### config.mk
export PLATFORM = sky130hd
export DESIGN_NAME = ctrl_pipe_regs
export DESIGN_NICKNAME = d
export VERILOG_FILES = /design/src/rtl/ctrl_pipe_regs.sv
export SDC_FILE = /design/constraint.sdc
export NUM_CORES = 1
export LEC_CHECK = 0
export ABC_CLOCK_PERIOD_IN_PS = 3500
export CORE_MARGIN = 4
export CORE_UTILIZATION = 40
export CTS_BUF_LIST = sky130_fd_sc_hd__clkbuf_4
export DETAILED_ROUTE_END_ITERATION = 8
export GPL_TIMING_DRIVEN = 0
export PLACE_DENSITY = 0.71
export SETUP_SLACK_MARGIN = 0.4
export SLEW_MARGIN = 40
export SYNTH_ARGS = -nofsm -noshare
export SYNTH_HDL_FRONTEND = slang
export SYNTH_SLANG_ARGS = --single-unit
### constraint.sdc
create_clock -name clk -period 3.5 [get_ports clk]
set_clock_uncertainty 0.05 [all_clocks]
set_input_delay 0.525 -clock clk [delete_from_list [all_inputs] [get_ports clk]]
set_output_delay 0.525 -clock clk [all_outputs]
set_load 0.02 [all_outputs]
### src/rtl/ctrl_pipe_regs.sv
// Control-path pipeline registers (ID/EX, EX/MEM, MEM/WB) with bubble/freeze and retire counter.
// Optional ILLEGAL_OP_TRAP_EN: unsupported opcodes become bubbles and set a sticky illegal_flag.
module ctrl_pipe_regs #(
   parameter int unsigned REGADDR_W    = 5,
   parameter int unsigned RETIRE_CNT_W = 32
) (
   input  logic                    clk,
   input  logic                    reset,
   input  logic                    valid_d,
   input  logic [5:0]              op_d,
   input  logic                    regwrite_d,
   input  logic                    regdst_d,
   input  logic                    alusrc_d,
   input  logic                    branch_d,
   input  logic                    memwrite_d,
   input  logic                    memtoreg_d,
   input  logic                    jump_d,
   input  logic [1:0]              aluop_d,
   input  logic [REGADDR_W-1:0]    rt_d,
   input  logic [REGADDR_W-1:0]    rd_d,
   input  logic                    flush_e,
   input  logic                    hold,
   output logic                    valid_e,
   output logic                    regwrite_e,
   output logic                    alusrc_e,
   output logic                    branch_e,
   output logic                    memwrite_e,
   output logic                    memtoreg_e,
   output logic [1:0]              aluop_e,
   output logic [REGADDR_W-1:0]    writereg_e,
   output logic                    valid_m,
   output logic                    regwrite_m,
   output logic                    memwrite_m,
   output logic                    memtoreg_m,
   output logic [REGADDR_W-1:0]    writereg_m,
   output logic                    valid_w,
   output logic                    regwrite_w,
   output logic                    memtoreg_w,
   output logic [REGADDR_W-1:0]    writereg_w,
   output logic [RETIRE_CNT_W-1:0] retired,
   output logic                    illegal_flag
);

   logic                 op_ok;
   logic                 capture;
   logic                 regdst_e;
   logic [REGADDR_W-1:0] rt_e;
   logic [REGADDR_W-1:0] rd_e;

`ifdef ILLEGAL_OP_TRAP_EN
   logic trap;

   always_comb begin
      case (op_d)
         6'b000000, 6'b100011, 6'b101011,
         6'b000100, 6'b001000, 6'b000010: op_ok = 1'b1;
         default:                         op_ok = 1'b0;
      endcase
   end

   assign trap = valid_d & ~flush_e & ~op_ok;

   always_ff @(posedge clk) begin
      if (reset) begin
         illegal_flag <= 1'b0;
      end else if (!hold && trap) begin
         illegal_flag <= 1'b1;
      end
   end
`else
   logic unused_op;

   assign op_ok        = 1'b1;
   assign unused_op    = ^op_d;
   assign illegal_flag = 1'b0;
`endif

   // flush wins over a valid decode word
   assign capture = valid_d & ~flush_e & op_ok;

   always_ff @(posedge clk) begin
      if (reset) begin
         valid_e    <= 1'b0;
         regwrite_e <= 1'b0;
         regdst_e   <= 1'b0;
         alusrc_e   <= 1'b0;
         branch_e   <= 1'b0;
         memwrite_e <= 1'b0;
         memtoreg_e <= 1'b0;
         aluop_e    <= 2'b00;
         rt_e       <= '0;
         rd_e       <= '0;
      end else if (!hold) begin
         if (capture) begin
            valid_e    <= 1'b1;
            regwrite_e <= regwrite_d & ~jump_d;
            regdst_e   <= regdst_d;
            alusrc_e   <= alusrc_d;
            branch_e   <= branch_d;
            memwrite_e <= memwrite_d;
            memtoreg_e <= memtoreg_d;
            aluop_e    <= aluop_d;
            rt_e       <= rt_d;
            rd_e       <= rd_d;
         end else begin
            valid_e    <= 1'b0;
            regwrite_e <= 1'b0;
            regdst_e   <= 1'b0;
            alusrc_e   <= 1'b0;
            branch_e   <= 1'b0;
            memwrite_e <= 1'b0;
            memtoreg_e <= 1'b0;
            aluop_e    <= 2'b00;
            rt_e       <= '0;
            rd_e       <= '0;
         end
      end
   end

   assign writereg_e = !valid_e ? '0 : (regdst_e ? rd_e : rt_e);

   always_ff @(posedge clk) begin
      if (reset) begin
         valid_m    <= 1'b0;
         regwrite_m <= 1'b0;
         memwrite_m <= 1'b0;
         memtoreg_m <= 1'b0;
         writereg_m <= '0;
         valid_w    <= 1'b0;
         regwrite_w <= 1'b0;
         memtoreg_w <= 1'b0;
         writereg_w <= '0;
         retired    <= '0;
      end else if (!hold) begin
         valid_m    <= valid_e;
         regwrite_m <= regwrite_e;
         memwrite_m <= memwrite_e;
         memtoreg_m <= memtoreg_e;
         writereg_m <= writereg_e;
         valid_w    <= valid_m;
         regwrite_w <= regwrite_m;
         memtoreg_w <= memtoreg_m;
         writereg_w <= writereg_m;
         retired    <= retired + {{(RETIRE_CNT_W-1){1'b0}}, valid_w};
      end
   end

endmodule

==> out/results.tsv <==
stage	metric	value	unit
timing	post-route clock period utilization	75.4	%
critical_path	Worst EP required	2.92	ns
critical_path	CP startpoint kind	flop	
worst_hold_path	WHS Path Cells	3	
synth	Synth area leader	dfxtp_1	
placed_design	GP Congestion	0.846	
synth	Yosys top cell area share	46.3	%
power_and_ir_drop	Switching Fraction	24.1	%
power_and_ir_drop	leakage power total	1.42	nW
grt	total global routing overflow	0	
cells_and_area	Layout area overhead	37.1	%
worst_hold_path	Hold Path Origin	reset	
critical_path	RR Startpoint	valid_w$_SDFFE_PP0N_	
timing	Hold Vio Cnt, Final	0	
drt	wire length per cell	14.8	um
drt	total routed wirelength	7530	um
grt	GRT Resource Usage Total	17.7	%
synth	largest family of logic cells by synthesized area	simple AND/OR/NAND/NOR gates	
floorplanning	Die ar.	0.00879	mm2
synth	Area contributors post-synth	dfxtp_1, mux2i_1, nor2_1	
drt	vias per inst	5.34	
synth	YS warnings	0	
power_and_ir_drop	PD cells	339	mW/mm2
clock_tree	CTS resizes	0	
cells_and_area	final non-filler cell total	509	
timing	minimum clock period	2.64	ns
clock_tree	Clock Sinks	68	
critical_path	endpoint class of the critical path	primary output	
critical_path	Worst Reg-to-Reg Cells	5	
synth	Post-Syn Instances	314	
floorplanning	Die Span Y	93.7	um
timing	Slew Limit Headroom	55.5	%
placed_design	DP Area	0.00390	mm2
drt	Residual DRC	0	
synth	fraction of synthesized area in multiplexers	8.94	%
power_and_ir_drop	Switching Power	0.329	mW
synth	Synth Register Bits	68	
critical_path	largest stage delay on the critical path	0.65	ns
cells_and_area	Ant. Diodes	0	
placed_design	DP Cell Count	493	
critical_path	Worst path slowest cell	clkdlybuf4s50_1	
drt	antenna viol nets, final	0	
synth	syn nets	347	
clock_tree	Longest Clk Path Bufs	2	
synth	area fraction in compound gates after synthesis	11.9	%
timing	Final Max Slew Viols	0	
power_and_ir_drop	Logic pwr share	6.5	%
power_and_ir_drop	clock network power share	36.2	%
timing	Least-Margin Pin Slew	0.665	ns
clock_tree	Setup Buffers After CTS	0	
floorplanning	io pins	93	
grt	first-pass GRT wire length	12300	um
floorplanning	core area	0.00698	mm2
drt	TritonRoute pass-1 iters	4	
timing	Max Clk Rate	379	MHz
drt	DR vias	2720	
power_and_ir_drop	total power	1.37	mW
clock_tree	Num CTS Buffers	9	
clock_tree	CTS tree	yes	
grt	vias in the first global route	2550	
timing	final hold slack	0.413	ns
clock_tree	worst skew pair latency	0.40	ns
synth	Post-Synth XOR/XNOR Area	2.98	%
synth	area of the mapped netlist	0.00294	mm2
critical_path	flop2flop setup slack	1.21	ns
placed_design	dpl hpwl	5660	um
floorplanning	Die Wd	93.7	um
drt	Initial DRC Count	68	
synth	Synth Area in Adders	1.28	%
synth	post-synthesis sequential area ratio	46.3	%
synth	Synth top cells by count	dfxtp_1, nor2_1, mux2i_1	
critical_path	Critical Path AT	2.06	ns
power_and_ir_drop	Sequential Power Share	57.3	%
floorplanning	initial core utilization	42.1	%
cells_and_area	Layout Nets	441	
grt	largest net degree at the start of global routing	13	
critical_path	crit-path cells	clkbuf_1 -> mux2i_1 -> nor2b_1 -> clkdlybuf4s50_1	
clock_tree	root buf cell	clkbuf_4	
flow_run	max-cap viol count	0	
critical_path	reg2reg end	retired[31]$_SDFFE_PP0N_	
worst_hold_path	Min-Delay Endpoint	retired[23]$_SDFFE_PP0N_	
power_and_ir_drop	internal power	1.04	mW
placed_design	I/O Buffers	83	
grt	initial antenna violation count	0	
clock_tree	Clock transition at path regs	0.11	ns
synth	Mapped Avg Cell Area	9.36	um2
synth	Main synth FF type	dfxtp_1	
synth	number of synthesized flops with an enable pin	0	
cells_and_area	post-route cell area	0.00403	mm2
timing	Final setup viols	0	
timing	unrepaired setup endpoints after global routing	no	
critical_path	Crit Path Class	reg -> out	
clock_tree	cts hold-fix bufs	0	
floorplanning	Site Rows	30	
synth	most numerous cell in the Yosys netlist	dfxtp_1	
synth	Async SR Flop Fraction	0	%
timing	setup TNS	0	ns
critical_path	Crit Path Max Fanout	6	
status	outcome	finished, final reports clean	
power_and_ir_drop	worst vdd ir	0.205	mV
cells_and_area	layout cells sized above 1	8.72	%
clock_tree	H-tree Lvls	3	
synth	Simple-Gate Fraction of Synth Area	23.9	%
worst_hold_path	worst hold path class	in -> reg	
synth	post-synth cell types	41	
==> metal layers <==
layer  wire length [um]  GRT usage, %  up-vias
met5                  0             0        -
met4                101          6.98        0
met3                828          6.73       10
met2               3460          27.8      109
met1               3130          21.7     1266
li1                   -             -     1335
==> registers in the layout, indices dropped and copies added (netlist names), 2 cells and up <==
| register | count |
|---|---|
| retired | 32 |
| rd_e | 5 |
| rt_e | 5 |
| writereg_m | 5 |
| writereg_w | 5 |
| aluop_e | 2 |
==> cells in the final DEF (no fill, tap or decap), drive strengths merged, types with 2 or more instances in the layout <==
cell type       n
buf             8
nand3           8
nor4            3
a21oi          19
nand2          12
mux2i          24
clkbuf         21
xnor2           7
nor3            4
clkdlybuf4s50  83
o31ai          10
ha              3
or4            14
clkinv          4
clkinvlp        2
o21ai           7
and4            3
mux2            2
nor2           50
xor2            3
or3             8
dfxtp          68
a22oi          17
nor2b           8
nand4          10
inv             4
nand4b          2
==> how the worst max path moves through the flow <==
stage | cells past startpoint | slack, ns | endpoint | start
after detailed placement | 5 | 1.09 | retired[31]$_SDFFE_PP0N_ | hold
final | 4 | 0.86 | writereg_e[1] | regdst_e$_SDFFE_PP0N_
after global placement | 5 | 0.74 | aluop_e[0]$_SDFFE_PP0N_ | valid_d
after global routing | 4 | 0.73 | writereg_e[3] | regdst_e$_SDFFE_PP0N_
after CTS | 4 | 0.84 | writereg_e[1] | regdst_e$_SDFFE_PP0N_
after floorplan | 5 | 1.37 | retired[31]$_SDFFE_PP0N_ | hold
==> power by group through the flow <==
stage | sequential (mW) | combinational (mW) | clock, mW
final | 0.784 | 0.0886 | 0.495
after global routing | 0.785 | 0.0965 | 0.537
after CTS | 0.784 | 0.0889 | 0.507
after detailed placement | 0.802 | 0.0888 | 0
after global placement | 0.801 | 0.0878 | 0
after floorplan | 0.805 | 0.0425 | 0
==> kinds of logic after synthesis <==
| kind of cell | count (synthesis) |
|---|---|
| buffers and inverters | 24 |
| multiplexers | 26 |
| AO/OA/AOI/OAI | 55 |
| flip-flops | 68 |
| adder cells (fa/ha/maj) | 3 |
| AND/OR/NAND/NOR | 127 |
| other | 1 |
| XOR/XNOR | 10 |
==> worst max-delay path: cells and delay by family (launching register included) <==
family,cells,cell delay [ns]
flip-flops,1,0.33
AND/OR/NAND/NOR,1,0.21
buffers and inverters,2,1.00
multiplexers,1,0.13
==> layout make-up <==
class                   count  area (um2)
plain buffers              20         119
clock buffers               9        67.6
clock inverters             7        67.6
fillers                   623        2950
inverters                   4        15.0
multi-input cells         222        1450
flip-flops and latches     68        1360
well taps                  96         120
repair buffers             83         831
==> through the flow <==
stage	worst slack (ns)	util, %
floorplan	1.37	-
global placement	0.744	55.7
detailed placement	1.09	55.8
CTS	0.835	57.7
global route	0.725	57.7
finish	0.861	57.7
Note: power is estimated with default switching activity, not from simulation.
